$ cat src/rtl/muldiv_pkg.sv
// Shared constants, encodings and helpers for the HI/LO multiply/divide unit.
package muldiv_pkg;

    localparam int unsigned WIDTH   = 32;
    localparam int unsigned COUNT_W = $clog2(WIDTH);

    localparam logic [1:0] OP_MULT  = 2'b00;
    localparam logic [1:0] OP_MULTU = 2'b01;
    localparam logic [1:0] OP_DIV   = 2'b10;
    localparam logic [1:0] OP_DIVU  = 2'b11;

    localparam logic [1:0] IDLE = 2'd0;
    localparam logic [1:0] RUN  = 2'd1;
    localparam logic [1:0] DONE = 2'd2;

    // Operation context captured when a request is accepted
    typedef struct packed {
        logic [1:0] op;
        logic       signA;
        logic       signB;
        logic       divZero;
    } opCtx_t;

    function automatic logic isSignedOp(input logic [1:0] op);
        return (op == OP_MULT) || (op == OP_DIV);
    endfunction

    function automatic logic isDivOp(input logic [1:0] op);
        return (op == OP_DIV) || (op == OP_DIVU);
    endfunction

endpackage

$ cat src/rtl/hilo_muldiv_unit_if.sv
// Request/result bundle between the EX stage and the multiply/divide unit.
interface hilo_muldiv_unit_if;
    import muldiv_pkg::*;

    logic             Start;
    logic [1:0]       Op;
    logic [WIDTH-1:0] OperandA;
    logic [WIDTH-1:0] OperandB;
    logic             Flush;
    logic             Busy;
    logic             Stall;
    logic             Done;
    logic [WIDTH-1:0] Hi;
    logic [WIDTH-1:0] Lo;

    modport master (
        output Start, Op, OperandA, OperandB, Flush,
        input  Busy, Stall, Done, Hi, Lo
    );

    modport slave (
        input  Start, Op, OperandA, OperandB, Flush,
        output Busy, Stall, Done, Hi, Lo
    );

endinterface

$ cat src/rtl/muldiv_sign_adjust.sv
// Sign handling around the unsigned iteration core: magnitudes in, signed results out.
module muldiv_sign_adjust
    import muldiv_pkg::*;
(
    input  logic [WIDTH-1:0] opA,
    input  logic [WIDTH-1:0] opB,
    input  logic             signedOp,
    input  logic             isDiv,
    input  logic             signA,
    input  logic             signB,
    input  logic             divZero,
    input  logic [WIDTH-1:0] resHi,
    input  logic [WIDTH-1:0] resLo,
    output logic [WIDTH-1:0] absA_c,
    output logic [WIDTH-1:0] absB_c,
    output logic [WIDTH-1:0] hi_c,
    output logic [WIDTH-1:0] lo_c
);

    logic             negate;
    logic [2*WIDTH-1:0] prod;

    // Magnitudes on entry, sign restoration on the final iteration
    always_comb begin
        absA_c = opA;
        absB_c = opB;
        negate = signA ^ signB;
        prod   = {resHi, resLo};
        hi_c   = resHi;
        lo_c   = resLo;
        if (signedOp && opA[WIDTH-1]) absA_c = -opA;
        if (signedOp && opB[WIDTH-1]) absB_c = -opB;
        if (isDiv) begin
            // Divide by zero: quotient forced to all-ones, remainder returns the dividend
            lo_c = divZero ? '1 : (negate ? -resLo : resLo);
            hi_c = signA ? -resHi : resHi;
        end else begin
            if (negate) prod = -prod;
            hi_c = prod[2*WIDTH-1:WIDTH];
            lo_c = prod[WIDTH-1:0];
        end
    end

endmodule

$ cat src/rtl/hilo_muldiv_unit.sv
// Iterative 32-step multiply/divide unit producing {Hi, Lo} for MULT/MULTU/DIV/DIVU.
module hilo_muldiv_unit
    import muldiv_pkg::*;
(
    input  logic              Clk,
    input  logic              Rst,
    hilo_muldiv_unit_if.slave bus
);

    logic [1:0]         state, stateNext;
    logic               busyQ, busyNext;
    logic               doneQ, doneNext;
    logic               accept, lastIter;
    logic [COUNT_W-1:0] count;
    opCtx_t             ctx;
    logic [WIDTH-1:0]   accHi, accHiNext;
    logic [WIDTH-1:0]   accLo, accLoNext;
    logic [WIDTH-1:0]   opnd;
    logic [WIDTH-1:0]   hiQ, loQ;
    logic [WIDTH-1:0]   absA_c, absB_c, hi_c, lo_c;
    logic [WIDTH:0]     sum, shifted, diff;

    // State and registered status flags
    always_ff @(posedge Clk or negedge Rst) begin
        if (!Rst) begin
            state <= IDLE;
            busyQ <= 1'b0;
            doneQ <= 1'b0;
        end else begin
            state <= stateNext;
            busyQ <= busyNext;
            doneQ <= doneNext;
        end
    end

    // Next state and next status; Flush only matters while iterating
    always_comb begin
        stateNext = state;
        busyNext  = 1'b0;
        doneNext  = 1'b0;
        accept    = 1'b0;
        lastIter  = 1'b0;
        case (state)
            IDLE, DONE: begin
                if (bus.Start) begin
                    stateNext = RUN;
                    busyNext  = 1'b1;
                    accept    = 1'b1;
                end else begin
                    stateNext = IDLE;
                end
            end
            RUN: begin
                if (bus.Flush) begin
                    stateNext = IDLE;
                end else if (count == COUNT_W'(WIDTH - 1)) begin
                    stateNext = DONE;
                    doneNext  = 1'b1;
                    lastIter  = 1'b1;
                end else begin
                    busyNext  = 1'b1;
                end
            end
            default: stateNext = IDLE;
        endcase
    end

    // One iteration: shift-add multiply or restoring divide step
    always_comb begin
        sum       = '0;
        shifted   = '0;
        diff      = '0;
        accHiNext = accHi;
        accLoNext = accLo;
        if (isDivOp(ctx.op)) begin
            shifted = {accHi, accLo[WIDTH-1]};
            diff    = shifted - {1'b0, opnd};
            if (!diff[WIDTH]) begin
                accHiNext = diff[WIDTH-1:0];
                accLoNext = {accLo[WIDTH-2:0], 1'b1};
            end else begin
                accHiNext = shifted[WIDTH-1:0];
                accLoNext = {accLo[WIDTH-2:0], 1'b0};
            end
        end else begin
            sum       = {1'b0, accHi} + (accLo[0] ? {1'b0, opnd} : (WIDTH + 1)'(0));
            accHiNext = sum[WIDTH:1];
            accLoNext = {sum[0], accLo[WIDTH-1:1]};
        end
    end

    muldiv_sign_adjust u_signAdjust (
        .opA      (bus.OperandA),
        .opB      (bus.OperandB),
        .signedOp (isSignedOp(bus.Op)),
        .isDiv    (isDivOp(ctx.op)),
        .signA    (ctx.signA),
        .signB    (ctx.signB),
        .divZero  (ctx.divZero),
        .resHi    (accHiNext),
        .resLo    (accLoNext),
        .absA_c   (absA_c),
        .absB_c   (absB_c),
        .hi_c     (hi_c),
        .lo_c     (lo_c)
    );

    // Operand capture, iteration registers and the Hi/Lo result pair
    always_ff @(posedge Clk or negedge Rst) begin
        if (!Rst) begin
            ctx   <= '0;
            count <= '0;
            accHi <= '0;
            accLo <= '0;
            opnd  <= '0;
            hiQ   <= '0;
            loQ   <= '0;
        end else begin
            if (accept) begin
                ctx.op      <= bus.Op;
                ctx.signA   <= isSignedOp(bus.Op) & bus.OperandA[WIDTH-1];
                ctx.signB   <= isSignedOp(bus.Op) & bus.OperandB[WIDTH-1];
                ctx.divZero <= (bus.OperandB == '0);
                count       <= '0;
                accHi       <= '0;
                accLo       <= isDivOp(bus.Op) ? absA_c : absB_c;
                opnd        <= isDivOp(bus.Op) ? absB_c : absA_c;
            end else if ((state == RUN) && !bus.Flush) begin
                accHi <= accHiNext;
                accLo <= accLoNext;
                count <= count + COUNT_W'(1);
            end
            if (lastIter) begin
                hiQ <= hi_c;
                loQ <= lo_c;
            end
        end
    end

    assign bus.Busy  = busyQ;
    assign bus.Stall = busyQ;
    assign bus.Done  = doneQ;
    assign bus.Hi    = hiQ;
    assign bus.Lo    = loQ;

endmodule
$ cat src/flat_wrapper.sv
// flat-port wrapper written by rule: the top's interface ports become plain ports
module hilo_muldiv_unit_flat import muldiv_pkg::*;
  (Clk, Rst, bus_Start, bus_Op, bus_OperandA, bus_OperandB, bus_Flush, bus_Busy, bus_Stall, bus_Done, bus_Hi, bus_Lo);
  hilo_muldiv_unit_if bus_i ();
  input  logic Clk;
  input  logic Rst;
  input wire logic [$bits(bus_i.Start)-1:0] bus_Start;
  input wire logic [$bits(bus_i.Op)-1:0] bus_Op;
  input wire logic [$bits(bus_i.OperandA)-1:0] bus_OperandA;
  input wire logic [$bits(bus_i.OperandB)-1:0] bus_OperandB;
  input wire logic [$bits(bus_i.Flush)-1:0] bus_Flush;
  output wire logic [$bits(bus_i.Busy)-1:0] bus_Busy;
  output wire logic [$bits(bus_i.Stall)-1:0] bus_Stall;
  output wire logic [$bits(bus_i.Done)-1:0] bus_Done;
  output wire logic [$bits(bus_i.Hi)-1:0] bus_Hi;
  output wire logic [$bits(bus_i.Lo)-1:0] bus_Lo;
  assign bus_i.Start = bus_Start;
  assign bus_i.Op = bus_Op;
  assign bus_i.OperandA = bus_OperandA;
  assign bus_i.OperandB = bus_OperandB;
  assign bus_i.Flush = bus_Flush;
  assign bus_Busy = bus_i.Busy;
  assign bus_Stall = bus_i.Stall;
  assign bus_Done = bus_i.Done;
  assign bus_Hi = bus_i.Hi;
  assign bus_Lo = bus_i.Lo;
  hilo_muldiv_unit u_core (.Clk(Clk), .Rst(Rst), .bus(bus_i));
endmodule
$ cat config.mk
export PLATFORM = sky130hd
export DESIGN_NAME = hilo_muldiv_unit_flat
export DESIGN_NICKNAME = d
export VERILOG_FILES = /design/src/rtl/muldiv_pkg.sv /design/src/rtl/hilo_muldiv_unit_if.sv /design/src/rtl/muldiv_sign_adjust.sv /design/src/rtl/hilo_muldiv_unit.sv /design/src/flat_wrapper.sv
export SDC_FILE = /design/constraint.sdc
export NUM_CORES = 1
export LEC_CHECK = 0
export BUFFER_PORTS_ARGS = -buffer_cell sky130_fd_sc_hd__buf_2
export CORE_MARGIN = 2
export CORE_UTILIZATION = 25
export DETAILED_ROUTE_END_ITERATION = 16
export PLACE_DENSITY = 0.49
export SLEW_MARGIN = 10
export SYNTH_ARGS = -nofsm -noshare
export SYNTH_HDL_FRONTEND = slang
export SYNTH_SLANG_ARGS = --single-unit
$ cat constraint.sdc
create_clock -name Clk -period 13.9 [get_ports Clk]
set_clock_uncertainty 0.15 [all_clocks]
set_input_delay 0.695 -clock Clk [delete_from_list [all_inputs] [get_ports Clk]]
set_output_delay 0.695 -clock Clk [all_outputs]
set_load 0.05 [all_outputs]
; Yosys cells after proc, flatten, opt, wreduce, memory -nomap -nowiden
; Cells that the tools add are included.
[totals]
regBits = 174
latchBits = 0
ramBits = 0
rom_bits = 0
input_bits = 70
output_inout_bits = 67
wordCells = 77
memories = 0
[classes]
addsub = 8
multipliers = 0
n_div = 0
magnitude_cmp = 0
n_eq_ne = 8
shift = 0
mux = 33
bitwise = 3
n_reduce_logical = 12
[ops]
columns = operator, n
row1 = 2-to-1 mux 32 bit, 17
row2 = negation 32 bit, 4
row3 = 2-to-1 mux 64 bit, 1
row4 = negation 64 bit, 1
row5 = adder 32 x 33 -> 33 bit, 1
row6 = subtractor 33 x 32 -> 33 bit, 1
row7 = logical NOT 32 bit, 1
row8 = == test 2 bit (second input constant), 5
row9 = 2-to-1 mux 5 bit, 2
row10 = 2-to-1 mux 1 bit, 9
row11 = adder 5 x 1 -> 5 bit (second input constant), 1
row12 = == test 5 bit (second input constant), 1
row13 = logical NOT 2 bit, 2
row14 = 2-to-1 mux 2 bit, 2
row15 = one-hot mux 2 bit (2 select lines), 1
row16 = logical AND 1 bit, 3
row17 = logical OR 1 bit, 3
row18 = != test 3 x 2 -> 1 bit (second input constant), 1
row19 = AND 1 bit, 2
row20 = == test 2 x 1 -> 1 bit (second input constant), 1
row21 = one-hot mux 1 bit (2 select lines), 1
row22 = nonzero test 2 bit, 1
row23 = OR reduction 2 bit, 1
row24 = logical NOT 1 bit, 1
row25 = bitwise XOR 1 bit, 1

; Logic depth before layout (Yosys ltp)
; Gate-level depths: netlist (run 1).
[depth]
word_depth = 7
mapped_depth = 23
mapped_depth_nobuf = 22

; Cells and area by module
; Synthesis (run 1) repeated with hierarchy kept, for this count alone.
[hier_totals]
cells_unflattened = 1839
area_unflattened_um2 = 15665.0
[modules_own_cells]
columns = mod, instances, cells_each, area_per_inst_um2, seq_area_each_um2
row1 = hilo_muldiv_unit, 1, 1313, 12244.2, 4329.2
row2 = muldiv_sign_adjust, 1, 526, 3420.8, 0.0

; Least setup slack after synthesis (run 1)
; Ideal clock, no wire load.
[synth_path]
path_type = reg2reg
startpoint = register u_core.accLo[31]
endpoint = register u_core.hiQ[30] (netlist: u_core.bus.Hi[30])
arrival_time_ns = 4.834
required_ns = 13.624
path_slack_ns = 8.790
stages_incl_launch_ff = 23
path_buffers = 1
synth_period_minus_slack_ns = 5.110
cell_sequence = dfrtp_1 inv_1 ha_1 inv_1 fa_1 a211oi_2 nor3_2 o2111ai_2 a21boi_2 nor3_4 buf_4 nor3_2 a21oi_1 ha_1 nor4b_1 o211ai_1 nor2_1 inv_1 nor4_1 nor3_1 o21ai_0 a21oi_1 a311o_1
[synth_between]
elab_chain_cells = 6
word_cells_on_any_way = 10
cone_classes = add/sub (3) / mux (7)
[synth_lines]
columns = element, line
row1 = start: declaration, hilo_muldiv_unit.sv:17  ; logic [WIDTH-1:0] accLo, accLoNext;
row2 = start signal: assignment, hilo_muldiv_unit.sv:126  ; accLo <= isDivOp(bus.Op) ? absA_c : absB_c;
row3 = start signal: assignment, hilo_muldiv_unit.sv:130  ; accLo <= accLoNext;
row4 = subtractor 33 x 32 -> 33 bit, hilo_muldiv_unit.sv:77  ; diff = shifted - {1'b0, opnd};
row5 = 2-to-1 mux 1 bit / 2-to-1 mux 32 bit (equally long branches), hilo_muldiv_unit.sv:78  ; if (!diff[WIDTH]) begin
row6 = 2-to-1 mux 32 bit, hilo_muldiv_unit.sv:75  ; if (isDivOp(ctx.op)) begin
row7 = negation 64 bit / negation 32 bit (equally long branches), "muldiv_sign_adjust.sv:38, muldiv_sign_adjust.sv:36"
row8 = 2-to-1 mux 64 bit / 2-to-1 mux 32 bit (equally long branches), "muldiv_sign_adjust.sv:38, muldiv_sign_adjust.sv:36"
row9 = 2-to-1 mux 32 bit *, muldiv_sign_adjust.sv:33  ; if (isDiv) begin
row10 = end signal: assignment, hilo_muldiv_unit.sv:134  ; hiQ <= hi_c;
row11 = end: declaration, hilo_muldiv_unit.sv:19  ; logic [WIDTH-1:0] hiQ, loQ;
; Every way passes the cells marked *; elsewhere a longest branch is shown, timed or not.
; A chain may end at the register's enable or synchronous reset.

; Worst setup path after layout (run 1)
; Same ends and word-level chain as after synthesis.

==> flow_metrics.py, run 1 <==
metrics = {
    "placement": {
        "numPortBuffers": 136,
        "dpl.cell_count": 2947,
        "placed_cell_area_um2": 17300,
        "dp_hpwl_mm": 49.1,
        "routabilityCongestion": 0.941,
        "place_ws_ns": 7.97,
    },
    "logic_synthesis": {
        "synthArstFlopShare": 1.00,
        "syn-cell-area_um2": 15900,
        "syn-mean-instance-area_um2": 7.69,
        "yosys-top-cells-area": "dfrtp_1, nand2_1, a21oi_1",
        "synth.distinct_cells": 106,
        "syn_nets": 2209,
        "netlist.area_leader.share": 0.272,
        "synth_edf_count": 0,
        "yosysTopAreaCell": "dfrtp_1",
        "syn_inst": 2067,
        "synth_warnings": 0,
        "seq_area_frac_synth": 0.272,
        "synth-seq-cells": 173,
        "ys.flop_type": "dfrtp_1",
    },
    "power_and_ir_drop": {
        "ir_drop_v": 0.000119,
        "report.power.total_mw": 3.76,
        "leakage_nw": 7.67,
        "power.density_nw_per_um2": 211,
    },
    "run_status": {
        "status": "finished, final reports clean",
    },
    "detailed_routing": {
        "drtIter0Drc": 1107,
        "dr.pass1.iters": 6,
        "drt_wl_total_mm": 63.5,
        "routedWlPerCell_um": 21.3,
        "via_count": 15800,
        "drc": 0,
        "viasPerCell": 5.32,
        "drtAntennaViolNets": 0,
    },
    "setup_path": {
        "cp.required_ns": 14.11,
        "cp.arrival_ns": 6.37,
        "regToRegSetupSlack_ns": 7.74,
        "r2r_cells": 22,
        "timing.rr.start": "u_core.accLo[31]",
        "cpPeakStageDelay_ns": 0.47,
        "worst_path_max_delay_cell": "dfrtp_1",
        "startpoint_type": "flop",
        "cp_num_buf_inv": 4,
        "end_kind": "flop",
        "crit_type": "flop to flop",
        "worst_path_most_repeated_cell": "inv_1",
        "critPathMaxFanout": 11,
        "crit_family": "compound AO/OA/AOI/OAI gates",
        "crit_chain": "inv_1, ha_1, inv_1, fa_1, a211oi_2, nor3_2, o2111ai_2, a21boi_2, nor3_4, nor3_2, a21oi_1, ha_1, nor4b_1, o211ai_1, nor2_1, inv_1, nor4_1, buf_4, nor3_1, o21ai_0, a21oi_1, a311o_1",
        "r2r-end": "u_core.bus.Hi[30]",
    },
    "sta": {
        "hold_slack_ns": 0.126,
        "maxSlewHeadroom": 0.168,
        "fin_crit_sh": 0.443,
        "hold_viol_final": 0,
        "rsz0062_at_grt": "false",
        "clock.fmax_mhz": 162,
        "worst_slack_ns": 7.74,
        "worst_slew_pin_slew_ns": 1.24,
        "fin_setup_tns_ns": 0,
        "finalCriticalPeriod_ns": 6.16,
        "setup_violations": 0,
        "drv_slew": 0,
    },
    "grt": {
        "grt_max_degree": 116,
        "antenna_found_initial": 3,
        "grt_pass1_wl_mm": 95.9,
        "grt-ovfl-total": 0,
        "grtUsageTotal": 0.190,
        "grt_pass1_vias": 15200,
    },
    "cells_and_area": {
        "nets": 2262,
        "antenna_cells": 0,
        "layout-drive-gt1-share": 0.128,
        "final_area_um2": 17800,
        "layoutNonFillerInstCount": 2979,
        "area_growth_syn_to_layout_pct": 12.2,
        "finalCoreUtilization": 0.283,
    },
    "clock_tree": {
        "hold_buffers": 0,
        "cts_tree": "built",
        "cts_buffers": 17,
        "cts.clk_slew.worst_paths_ns": 0.08,
        "clock-root-buffer": "clkbuf_16",
        "clockBufferDepth": 2,
        "postCtsSetupBuffers": 0,
        "cts.sinks": 173,
        "cts.repair.resized": 0,
        "clkLatencyLatePin_ns": 0.48,
        "h-tree-depth": 4,
    },
    "die": {
        "die_y_um": 256,
        "core_um2": 63000,
        "die_w_um": 256,
        "io_pins": 137,
        "design.die.area_um2": 65600,
        "initial_utilization": 0.253,
        "fp-row-count": 92,
    },
    "flow_run": {
        "maxCapViolations": 0,
    },
    "worst_hold_path": {
        "hp-class": "primary input to asynchronous set/reset pin",
    },
}
## cells by family after synthesis
group,share of synthesized area
simple gates,0.231
flops,0.272
fa+ha+maj,0.0576
compound gates,0.269
xor+xnor,0.0909
buf+inv,0.0499
mux,0.0291
## layout make-up
cell class                      instances  area (µm²)
Clock buffer                           18         429
Tap cell                              846        1060
Timing Repair Buffer                  157         850
Clock inverter                         14         150
Multi-Input combinational cell       1713       10800
Fill cell                            6816       45100
Inverter                               58         218
Sequential cell                       173        4330
## routing by layer
metal  vias up  wire (µm)  global-route usage  share of wire
met3        81       3080              0.0268          0.048
li1       7555          -                   -              -
met1      7686      27200               0.240           0.43
met5         -         13                   0        0.00020
met2       522      31200               0.330           0.49
met4         2       2040              0.0684          0.032
## state kept, by name (all words and copies together) (netlist names)
signal,cells
u_core.accHi,32
u_core.accLo,32
u_core.bus.Busy,1
u_core.bus.Done,1
u_core.bus.Hi,32
u_core.bus.Lo,32
u_core.count,5
u_core.ctx,4
u_core.opnd,32
u_core.state,2
## cells in the mapped netlist, drive strengths merged, types with 27 or more instances
library cell	count
a211oi	27
a21o	35
a21oi	201
a31oi	29
and2	42
buf	35
clkbuf	88
dfrtp	173
ha	70
inv	58
mux2i	38
nand2	276
nand3	61
nor2	193
nor3	63
o211ai	43
o21ai	199
xnor2	95
xor2	70
## worst max path at each step
| stage | slack, ns | depth (start not counted) | end | startpoint |
|---|---|---|---|---|
| floorplan | 8.79 | 22 | u_core.bus.Hi[30] | u_core.accLo[31] |
| global placement | 8.07 | 22 | u_core.bus.Hi[30] | u_core.accLo[31] |
| detailed placement | 7.97 | 22 | u_core.bus.Hi[30] | u_core.accLo[31] |
| CTS | 7.92 | 22 | u_core.bus.Hi[30] | u_core.accLo[31] |
| global route | 7.39 | 22 | u_core.bus.Hi[30] | u_core.accLo[31] |
| finish | 7.74 | 22 | u_core.bus.Hi[30] | u_core.accLo[31] |
## power breakdown
part           internal (mW)  switching [mW]  leakage (nW)
sequential             0.598           0.175          2.29
clock                  0.254           0.250         0.279
combinational          0.868            1.62          5.10
## layout by cell type (no fill, tap or decap), types with 6 or more instances in the layout
cell type and instances:
nand2_1 273, nor2_1 192, mux2_2 7, nor2b_1 15, xnor2_1 94, or3_1 12
a211oi_1 22, a21oi_1 195, and2_1 42, clkbuf_16 17, inv_6 6, a21o_1 32
or4_1 9, nand4_1 17, xor2_1 70, nor4_1 17, a31o_2 8, and3_1 12
dfrtp_1 172, nand2b_1 12, mux2i_1 37, o221ai_1 13, inv_1 58, o41ai_1 7
buf_2 134, o31ai_1 22, ha_1 70, nor3_1 56, nand3_1 58, o21ai_0 187
o21a_1 13, o21ai_1 9, o211ai_1 42, buf_4 22, a31oi_1 28
No activity file was read; power rests on OpenSTA's default activity.
==> run 2, diff against run 1 <==
==> constraint.sdc (replaced) <==
create_clock -name Clk -period 5.7 [get_ports Clk]
set_clock_uncertainty 0.15 [all_clocks]
set_input_delay 0.285 -clock Clk [delete_from_list [all_inputs] [get_ports Clk]]
set_output_delay 0.285 -clock Clk [all_outputs]
set_load 0.05 [all_outputs]
==> run 2 against run 1 <==
Final cell count up 0.97%. Setup slack worse by 7.4 ns. Total power rose by 150%. Core utilization grew 0.44 points. Non-clock buffer count up 27. Design area is 1.5% higher. Maximum frequency up 14%. Register-to-register slack lost 7.4 ns. Worst hold slack worse by 0.067 ns. First-iteration DRC count increased by 7.8%. Wire length rose by 1.1%. Critical path type unchanged. Largest power group unchanged. Highest routed layer unchanged.
==> flow_metrics.py, run 2 (synthesized netlist as in run 1, its figures left out) <==
metrics = {
    "sta": {
        "fin_crit_sh": 0.945,
        "finalCriticalPeriod_ns": 5.39,
        "maxSlewHeadroom": 0.210,
        "hold_viol_final": 0,
        "clock.fmax_mhz": 186,
        "setup_violations": 0,
        "worst_slack_ns": 0.315,
        "worst_slew_pin_slew_ns": 1.18,
        "fin_setup_tns_ns": 0,
        "drv_slew": 0,
        "rsz0062_at_grt": "false",
    },
    "detailed_routing": {
        "viasPerCell": 5.28,
        "drc": 0,
        "dr.pass1.iters": 5,
        "via_count": 15900,
        "drtAntennaViolNets": 0,
        "drtIter0Drc": 1193,
        "routedWlPerCell_um": 21.4,
        "drt_wl_total_mm": 64.2,
    },
    "die": {
        "initial_utilization": 0.253,
        "design.die.area_um2": 65600,
        "core_um2": 63000,
        "io_pins": 137,
        "fp-row-count": 92,
        "die_y_um": 256,
        "die_w_um": 256,
    },
    "cells_and_area": {
        "nets": 2289,
        "layout.area.seq_um2": 4330,
        "final_area_um2": 18100,
        "final_common_cell": "nand2_1",
        "mostFrequentLayoutCells": "nand2_1, a21oi_1, nor2_1",
        "layout-drive-gt1-share": 0.139,
        "multi_input_area_um2": 10900,
        "area_growth_syn_to_layout_pct": 14.0,
        "nFillCells": 6923,
    },
    "setup_path": {
        "worst_path_max_delay_cell": "o32ai_2",
        "r2r_cells": 18,
        "timing.rr.start": "u_core.accLo[31]",
        "cp.arrival_ns": 5.59,
        "crit_family": "compound AO/OA/AOI/OAI gates",
        "critPathMaxFanout": 16,
        "startpoint_type": "flop",
        "cpPeakStageDelay_ns": 0.49,
        "crit_chain": "inv_1, ha_1, inv_1, fa_1, a211oi_4, nor3_2, o2111ai_2, a21bo_2, nand3_2, nand2_4, buf_4, a211oi_1, o32ai_2, nand2_1, or4_4, and3b_2, a311oi_1, a311o_1",
        "endpoint": "u_core.bus.Hi[30]",
        "cp_num_buf_inv": 3,
        "r2r-end": "u_core.bus.Hi[30]",
        "regToRegSetupSlack_ns": 0.31,
        "end_kind": "flop",
        "cp.required_ns": 5.90,
        "crit_start": "u_core.accLo[31]",
        "crit_type": "flop to flop",
        "crit_cells": 18,
        "worst_path_most_repeated_cell": "inv_1",
    },
    "clock_tree": {
        "clkLatencyLatePin_ns": 0.48,
        "cts.sinks": 173,
        "h-tree-depth": 4,
        "clock-root-buffer": "clkbuf_16",
        "clockBufferDepth": 2,
        "cts_tree": "built",
        "cts.clk_slew.worst_paths_ns": 0.07,
        "cts_buffers": 17,
    },
    "grt": {
        "grt-ovfl-total": 0,
        "antenna_found_initial": 3,
        "grtUsageTotal": 0.194,
        "grt_max_degree": 96,
        "grt_pass1_vias": 15400,
        "grt_pass1_wl_mm": 97.1,
    },
    "power_and_ir_drop": {
        "power.density_nw_per_um2": 515,
        "leakage_nw": 7.82,
        "ir_drop_v": 0.000289,
    },
    "placement": {
        "place_ws_ns": 0.143,
        "numPortBuffers": 136,
        "placed_cell_area_um2": 17500,
        "routabilityCongestion": 0.930,
        "dp_hpwl_mm": 51.1,
    },
    "worst_hold_path": {
        "hp-class": "primary input to flop",
    },
    "flow_run": {
        "maxCapViolations": 0,
    },
    "run_status": {
        "status": "finished, final reports clean",
    },
}
run 2: cell types whose count changed in the layout (fill, tap and decap cells not counted), sizes merged:
cell and delta:
buf +24, diode +2, clkinvlp -1, dlygate4sd3 +3, inv -1, clkbuf +2
run 2: worst min path at each step:
stage,startpoint,to,cells after the start
3_3_place_gp,Rst,u_core.opnd[24],1
2_1_floorplan,Rst,u_core.accHi[0],0
4_1_cts,bus_OperandB[27],u_core.ctx[0],4
3_5_place_dp,Rst,u_core.opnd[25],1
6_report,bus_OperandB[27],u_core.ctx[0],4
5_1_grt,bus_OperandB[27],u_core.ctx[0],4
run 2: what timing repair did:
| action | 4_1_cts | 5_1_grt |
|---|---|---|
| setup buffers | 0 | 1 |
| gates resized for setup | 0 | 6 |
| hold buffers | 3 | 0 |
| endpoints found under the hold margin | 79 | 0 |
| setup endpoints to repair | 0 | 15 |
run 2: metal layers:
layer	track usage	part of all wire	routed length, µm	vias up
li1	-	-	-	7599
met1	0.241	0.42	27200	7758
met2	0.336	0.49	31800	430
met3	0.0342	0.050	3190	84
met4	0.0689	0.032	2040	2
met5	0	0.00011	7	-
run 2: area by class of cell:
class                   instances  share of cell area
diodes                          2            0.000276
multi-input cells            1713               0.599
clock buffers                  20              0.0252
well taps                     846              0.0584
clock inverters                12             0.00690
flip-flops and latches        173               0.239
repair buffers                184              0.0592
inverters                      58              0.0120
run 2: where the power goes:
part / internal (mW) / leakage (nW) / switching, mW
Clock: 0.638 / 0.288 / 0.577
Combinational: 2.24 / 5.25 / 4.02
Sequential: 1.46 / 2.29 / 0.407
run 2: tightest hold or removal path, delay by kind of cell:
family,cells,cell delay [ns]
AO/OA/AOI/OAI,1,0.09
buffers and inverters,1,0.10
AND/OR/NAND/NOR,2,0.17
run 2: per-stage QoR:
stage | std cells | hold slack, ns | utilization | total power [mW]
6_report | 3008 | 0.0593 | 0.288 | 9.34
5_1_grt | 3008 | 0.0614 | 0.288 | 9.99
4_1_cts | 3005 | 0.0289 | 0.287 | 9.30
3_5_place_dp | 2970 | 0.232 | 0.277 | 8.04
3_3_place_gp | 2970 | 0.212 | 0.277 | 7.99
2_1_floorplan | 2067 | -0.161 | - | 6.06
